`src/rtl/rapcores_reset_seq.sv`:
```
// rapcores_reset_seq: stretches rstb, then releases CHANNELS resetn domains one at a time.
// Latency: 2^STRETCH_BITS+1 edges to first release, STAGE_GAP+1 edges between releases; chan_hold stalls indefinitely.
// Optional watchdog re-sequence is built only with `define RAPCORES_RSTSEQ_WDT_EN.
module rapcores_reset_seq #(
  parameter int CHANNELS     = 4,
  parameter int STRETCH_BITS = 14,
  parameter int STAGE_GAP    = 8,
  parameter int WDT_BITS     = 20
) (
  input  logic                wb_clk_i,
  input  logic                rstb,
  input  logic                sw_rst_req,
  input  logic [CHANNELS-1:0] chan_hold,
  input  logic                wdt_kick,
  output logic [CHANNELS-1:0] resetn_out,
  output logic                seq_busy,
  output logic                seq_done,
  output logic [3:0]          stage_idx,
  output logic                wdt_fired
);

  localparam int               IDX_W    = (CHANNELS > 1) ? $clog2(CHANNELS) : 1;
  localparam logic [IDX_W-1:0] LAST_IDX = IDX_W'(CHANNELS - 1);
  localparam logic [7:0]       GAP_LOAD = 8'(STAGE_GAP);

  typedef enum logic [1:0] {
    ST_STRETCH,
    ST_RELEASE,
    ST_RUN
  } state_t;

  state_t                  state;
  logic [STRETCH_BITS-1:0] stretch_cnt;
  logic [7:0]              gap_cnt;
  logic [IDX_W-1:0]        idx;
  logic                    sw_meta;
  logic                    sw_sync;
  logic                    sw_sync_d;
  logic                    sw_rise;
  logic                    wdt_trip;

  assign stage_idx = 4'(idx);

  // Two-flop synchroniser plus one delay flop so only rising edges re-sequence.
  always_ff @(posedge wb_clk_i or negedge rstb) begin
    if (!rstb) begin
      sw_meta   <= 1'b0;
      sw_sync   <= 1'b0;
      sw_sync_d <= 1'b0;
    end else begin
      sw_meta   <= sw_rst_req;
      sw_sync   <= sw_meta;
      sw_sync_d <= sw_sync;
    end
  end

  assign sw_rise = sw_sync & ~sw_sync_d;

  always_ff @(posedge wb_clk_i or negedge rstb) begin
    if (!rstb) begin
      state       <= ST_STRETCH;
      stretch_cnt <= '0;
      gap_cnt     <= '0;
      idx         <= '0;
      resetn_out  <= '0;
      seq_busy    <= 1'b1;
      seq_done    <= 1'b0;
    end else if (sw_rise || wdt_trip) begin
      state       <= ST_STRETCH;
      stretch_cnt <= '0;
      gap_cnt     <= '0;
      idx         <= '0;
      resetn_out  <= '0;
      seq_busy    <= 1'b1;
      seq_done    <= 1'b0;
    end else begin
      case (state)
        ST_STRETCH: begin
          if (&stretch_cnt) begin
            state   <= ST_RELEASE;
            idx     <= '0;
            gap_cnt <= '0;
          end else begin
            stretch_cnt <= stretch_cnt + STRETCH_BITS'(1);
          end
        end
        ST_RELEASE: begin
          if (gap_cnt != 8'd0) begin
            gap_cnt <= gap_cnt - 8'd1;
          end else if (!chan_hold[idx]) begin
            resetn_out[idx] <= 1'b1;
            if (idx == LAST_IDX) begin
              state    <= ST_RUN;
              seq_busy <= 1'b0;
              seq_done <= 1'b1;
            end else begin
              idx     <= idx + IDX_W'(1);
              gap_cnt <= GAP_LOAD;
            end
          end
        end
        ST_RUN: begin
          resetn_out <= '1;
          seq_busy   <= 1'b0;
          seq_done   <= 1'b1;
        end
        default: begin
          state <= ST_STRETCH;
        end
      endcase
    end
  end

`ifdef RAPCORES_RSTSEQ_WDT_EN
  logic [WDT_BITS-1:0] wdt_cnt;

  assign wdt_trip = (state == ST_RUN) && (&wdt_cnt);

  // Count is held at zero outside RUN, so it starts fresh on every RUN entry.
  always_ff @(posedge wb_clk_i or negedge rstb) begin
    if (!rstb) begin
      wdt_cnt   <= '0;
      wdt_fired <= 1'b0;
    end else begin
      if ((state != ST_RUN) || wdt_kick || wdt_trip || sw_rise) begin
        wdt_cnt <= '0;
      end else begin
        wdt_cnt <= wdt_cnt + WDT_BITS'(1);
      end
      if (wdt_trip && !sw_rise) begin
        wdt_fired <= 1'b1;
      end
    end
  end
`else
  logic [WDT_BITS-1:0] unused_wdt;

  assign unused_wdt = {WDT_BITS{wdt_kick}};
  assign wdt_trip   = 1'b0;
  assign wdt_fired  = 1'b0;
`endif

endmodule

```
`config.mk`:
```
export PLATFORM = sky130hd
export DESIGN_NAME = rapcores_reset_seq
export DESIGN_NICKNAME = d
export VERILOG_FILES = /design/src/rtl/rapcores_reset_seq.sv
export SDC_FILE = /design/constraint.sdc
export NUM_CORES = 1
export LEC_CHECK = 0
export BUFFER_PORTS_ARGS = -buffer_cell sky130_fd_sc_hd__clkbuf_2
export CAP_MARGIN = 40
export CORE_ASPECT_RATIO = 0.6
export CORE_MARGIN = 2
export CORE_UTILIZATION = 25
export DETAILED_ROUTE_END_ITERATION = 6
export RECOVER_POWER = 25
export SKIP_LAST_GASP = 1
export SLEW_MARGIN = 40
export SYNTH_ARGS = -nofsm -noshare
export SYNTH_HDL_FRONTEND = slang
export SYNTH_SLANG_ARGS = --single-unit
```
`constraint.sdc`:
```
create_clock -name wb_clk_i -period 1.9 [get_ports wb_clk_i]
set_input_delay 0.38 -clock wb_clk_i [delete_from_list [all_inputs] [get_ports wb_clk_i]]
set_output_delay 0.38 -clock wb_clk_i [all_outputs]
set_load 0.02 [all_outputs]
```
# Yosys cells after proc, flatten, opt, wreduce, memory -nomap -nowiden
# Cells that the tools add are included.
# word_totals
ff_bits,35
out_inout_bits,11
elab_cells,82
input_bits,8
# classes
n_eq_ne,12
bitwise_logic,3
addsub,3
n_reduce_logical,13
n_lt_le_gt_ge,2
n_mux,39
# op_table
op,n
2-to-1 mux 14 bit,3
2-to-1 mux 8 bit,5
2-to-1 mux 2 bit,10
one-hot mux 8 bit (2 select lines),1
"!= test 3 bit, second input constant",5
"adder 14 x 1 -> 14 bit, second input constant",1
AND reduction 14 bit,1
2-to-1 mux 4 bit,3
2-to-1 mux 1 bit,10
AND reduction 5 bit,2
"!= test 4 bit, second input constant",2
one-hot mux 4 bit (2 select lines),1
AND reduction 4 bit,2
nonzero test 8 bit,1
"subtractor 8 x 1 -> 8 bit, second input constant",1
one-hot mux 2 bit (3 select lines),1
nonzero test 3 bit,2
"== test 2 bit, second input constant",2
"!= test 2 bit, second input constant",2
bitwise OR 4 bit,1
one-hot mux 1 bit (2 select lines),2
one-hot mux 2 bit (2 select lines),1
"< comparator 2 x 3 -> 1 bit, second input constant",1
AND reduction 3 bit,1
11 further kinds,11

# Depth between registers and ports, before layout
# depth
ltp_word,9
depth_mapped,7
ltp_nobuf,7

# Worst setup path after synthesis
# Ideal clock, no wire load.
# synth_path
kind,reg2reg
start,register idx[0]
end,register gap_cnt[3]
setup_ps,104
synth_period_minus_slack_ps,1975
arrival_ps,1871
t_required_ps,1796
n_path_buf,0
path_slack_ps,-75
stages_incl_launch_ff,6
path_cell_list,dfrtp_1 -> mux4_2 -> nor2b_4 -> a2111oi_4 -> or2_1 -> o41ai_2
# synth_via
elab_chain_len,4
word_cells_on_any_way,6
cone_classes,3 x eq/ne; 2 x mux; 1 x reduce/logical
# synth_lines
element,line_no,rtl
"start, declared",35,logic [IDX_W-1:0] idx;
"start signal, assigned",97,idx <= idx + IDX_W'(1);
binary-select mux 1 bit (select 2 bit),90,end else if (!chan_hold[idx]) begin
2-to-1 mux 1 bit (implied by the code),90,
!= test 4 bit (no source line),--,
AND reduction 4 bit (no source line) *,--,
"end signal, assigned",89,gap_cnt <= gap_cnt - 8'd1;
"end, declared",34,logic [7:0] gap_cnt;
# Every way passes the cells marked *; elsewhere a longest branch is shown, timed or not. The select of a mux whose other input is x is not followed.
# A chain may end at the register's enable or synchronous reset.

# Worst setup path after layout
# Ends and elaborated chain as after synthesis.

==> results list <==
- Clock Path Buffers: 2
- The number of placed instances, taps included, is about 330.
- VDD sags by at most 362 uV.
- Clock-pin slew was measured on the worst setup and hold paths at around 0.06 ns.
- Area of the mapped netlist: 1870 um2
- The worst setup path is captured at a flip-flop.
- The critical path crosses 5 cells after its start point.
* Part of the cycle the worst path needs: 0.973
* H-tree depth: 2
- 0 antenna diodes ended up in the layout.
- Ranked by total cell area, the synthesized netlist is headed by dfrtp_1 (46%), nor2_1 (6.4%), ha_1 (4.7%), xor2_1 (3.7%), nand2_1 (3.4%).
- Summed over all layers, the global routing overflow is 0.
- The endpoint identified for the worst register-to-register timing path is gap_cnt[3]$_DFFE_PN0P_.
* Core Rows: 24
- TritonCTS built the clock tree.
- Crit path max fanout: 3
- Flip-flop and latch count after synthesis: 35
- # IOs: 19
- Leaving out fill and tap cells, the most frequent cell in the layout is dfrtp_1.
* Top sig layer: met4
* Later-pin clock latency in the skew report: 0.28 ns
- Syn-to-layout area delta: 30.9%
- Of the cells placed in the final design, the portion with a size suffix greater than 1 is 0.271.
* Detailed-route vias per instance: 4.47
- Hold repair after CTS inserted 0 buffers.
- Across the run, the number of max-cap violations was 0.
- The region available for standard cell placement spans 7270 um2.
- Across every metal layer, demand over resource in global routing totals 0.112.
* Depth of the most critical reg-to-reg path: 5
- Number of distinct standard cells referenced by the synthesized netlist: 44
* Most frequent cells in the layout: dfrtp_1 (32), nor2_1 (31), buf_4 (24), nand2_1 (16), clkbuf_2 (13)
- Kind of critical path: reg2reg
* Horizontal extent of the die: 116 um
- Register-to-register path setup slack: just over 0.05 ns
- TritonCTS created 5 clock buffers.
* Top FF cell, synth: dfrtp_1
- Final routed wire length divided by cell count: 12.6 um
- For this run, the detailed router's first-pass iteration total came to 4.
- Weighted congestion at the end of routability-driven global placement: 0.884
- Number of warning messages in the yosys log: 0
* Portion of synthesized cell area occupied by the leading cell type: 0.455
* Worst Hold Slack: 0.179 ns
- Tmin final: ~1.8 ns
* Data required time at the worst endpoint: 2.08 ns
- Summed over all nets, wire length on met3 after detailed routing comes to 237 um.
- The synthesized design spends more area on one cell type than any other, namely dfrtp_1.
- Starting Density: 0.257
* Worst hold-check path type: in2async
- Count of flip-flops with a built-in enable after synthesis: 0
- In this run the remaining antenna-violating nets after routing total 0.
- Non-Filler Instances: 340
- In this run the tool buffered the top-level ports with 14 buffer cells.
- Worst Path Arrival: just over 2 ns
- Final core area utilization: 0.337
* Finish-stage setup viols: 0
* Leakage power figure: around 1.2 nW
- Die extent in y: about 71 um
- The number of hold-slack violations in the final timing report came to 0.
- For this run, the register share of the synthesized area comes to 0.469.
- Across all setup checks in the final design, the least slack found is approximately 0.051 ns.
- Number of max-slew violations in the final report: 0
- Worst slew margin relative to its limit: 0.430
* Mean instance size in the synthesized netlist: 9.64 um2
* Post-Place Worst Slack: -0.110 ns
* HPWL after detailed placement: 3070 um
- The final layout contains 250 nets.
- Cells traversed along the worst timing path: mux4_2, nor2b_4, a2111oi_4, or2_1, o41ai_2
* Wire length after detailed routing: 4300 um
- At the pin with the least slew margin, the transition time is 0.855 ns.
- Detailed-route via count: 1520
- Routed met2 length: around 1600 um
- Delay contributed by the slowest stage of the critical path: approximately 0.56 ns
- Source of the worst register-to-register timing path: idx[0]$_DFFE_PN0P_
- Remaining routing DRC violations: 0
- Power per cell area: 871 nW/um2
* Maximum number of pins on one net before global-route repair: 17
- The completed layout was analyzed and its total power is 2.13 mW.
- Sink count of the clock tree: 35
- Die area: 8210 um2
* Number of antenna violations at the first check in global routing: 0
* Gate count of the mapped netlist: 194
* Number of buffers and inverters on the critical path: 0
- The flow ran to the end, and the final reports show no timing, DRC or antenna violations.
- The first routing iteration left 95 violations.
- The clock arrives with 0.00812 ns of skew.
- The first global-routing pass estimated 7000 um of wire.
- Grouping stages by cell kind, the critical path spends the most delay in multiplexers.
- Routed length on met1: 2410 um
- Sort of element at the start of the critical path: flip-flop
- After synthesis, the share of flip-flops with an asynchronous set or reset is 1.00.
* Cell at the slowest stage of the critical path: mux4_2
* Number of global-route vias before repair: 1373
- In this run the clock root is driven by a clkbuf_16.
* Maximum clock frequency: 0.541 GHz
## registers in the layout (all words and copies together), names as in the netlist
signal       count
stretch_cnt     14
idx              2
sw_sync          1
resetn_out       4
sw_sync_d        1
state            2
sw_meta          1
seq_done         1
seq_busy         1
gap_cnt          8
## metrics by stage
step           TNS [ns]  area [um2]
3_3_place_gp     -0.102        2200
4_1_cts               0        2380
5_1_grt         -0.0225        2450
6_report              0        2450
2_1_floorplan         0        1880
3_5_place_dp     -0.569        2200
## power by group
part / switching (mW) / leakage (nW) / internal, mW
sequential: 0.0431 / 0.470 / 0.791
clock: 0.303 / 0.0772 / 0.558
combinational: 0.235 / 0.613 / 0.200
total: 0.582 / 1.16 / 1.55
## cell usage after synthesis, types with 2 or more instances
library cell,n
nand2_1,17
a211oi_1,4
clkbuf_1,3
xor2_1,8
o21ai_0,5
a31oi_1,2
nor2b_1,2
nand4_1,9
a21oi_1,6
mux2i_1,3
ha_1,7
o22ai_1,3
nor3_1,5
nand3_1,7
inv_1,10
xnor2_1,3
nor2_1,32
and3_1,6
buf_4,3
dfrtp_1,34
or4_1,2
## layer usage
| metal | track usage | vias to the layer above |
|---|---|---|
| met1 | 0.181 | 705 |
| met5 | 0 | - |
| li1 | - | 766 |
| met2 | 0.129 | 43 |
| met3 | 0.0437 | 6 |
| met4 | 0.0357 | 0 |
## worst max-delay path by stage
stage | from | end | slack (ns)
detailed placement | gap_cnt[0]$_DFFE_PN0P_ | gap_cnt[0]$_DFFE_PN0P_ | -0.11
floorplan | gap_cnt[0]$_DFFE_PN0P_ | gap_cnt[3]$_DFFE_PN0P_ | 0.009
global placement | gap_cnt[0]$_DFFE_PN0P_ | gap_cnt[0]$_DFFE_PN0P_ | -0.03
finish | idx[0]$_DFFE_PN0P_ | gap_cnt[3]$_DFFE_PN0P_ | 0.05
CTS | idx[0]$_DFFE_PN0P_ | gap_cnt[3]$_DFFE_PN0P_ | 0.003
global route | stretch_cnt[0]$_DFFE_PN0P_ | stretch_cnt[4]$_DFFE_PN0P_ | -0.01
## what timing repair did
item | in CTS | in global routing
setup buffers | 0 | 4
pin swaps | 0 | 4
gates resized for setup | 4 | 11
setup endpoints to repair | 10 | 15
## cell type report
cell class                 count  area, um2
multi-input combinational    144        990
inverter                      10       37.5
clock buffer                   8        156
fill                         776       4820
timing repair buffer          39        253
tap                          104        130
sequential                    35        880
## kinds of logic (layout without fill, tap and decap cells)
| logic type | count (synthesis) | after routing | share of synthesized area |
|---|---|---|---|
| compound gates | 29 | 29 | 0.117 |
| xor+xnor | 11 | 11 | 0.0515 |
| fa+ha+maj | 7 | 7 | 0.0469 |
| buf+inv | 17 | 57 | 0.0408 |
| flops | 35 | 35 | 0.469 |
| mux | 4 | 4 | 0.0281 |
| other cells | 1 | 3 | 0.00201 |
| simple gates | 90 | 90 | 0.244 |
Power figures use the tool's default switching activity.
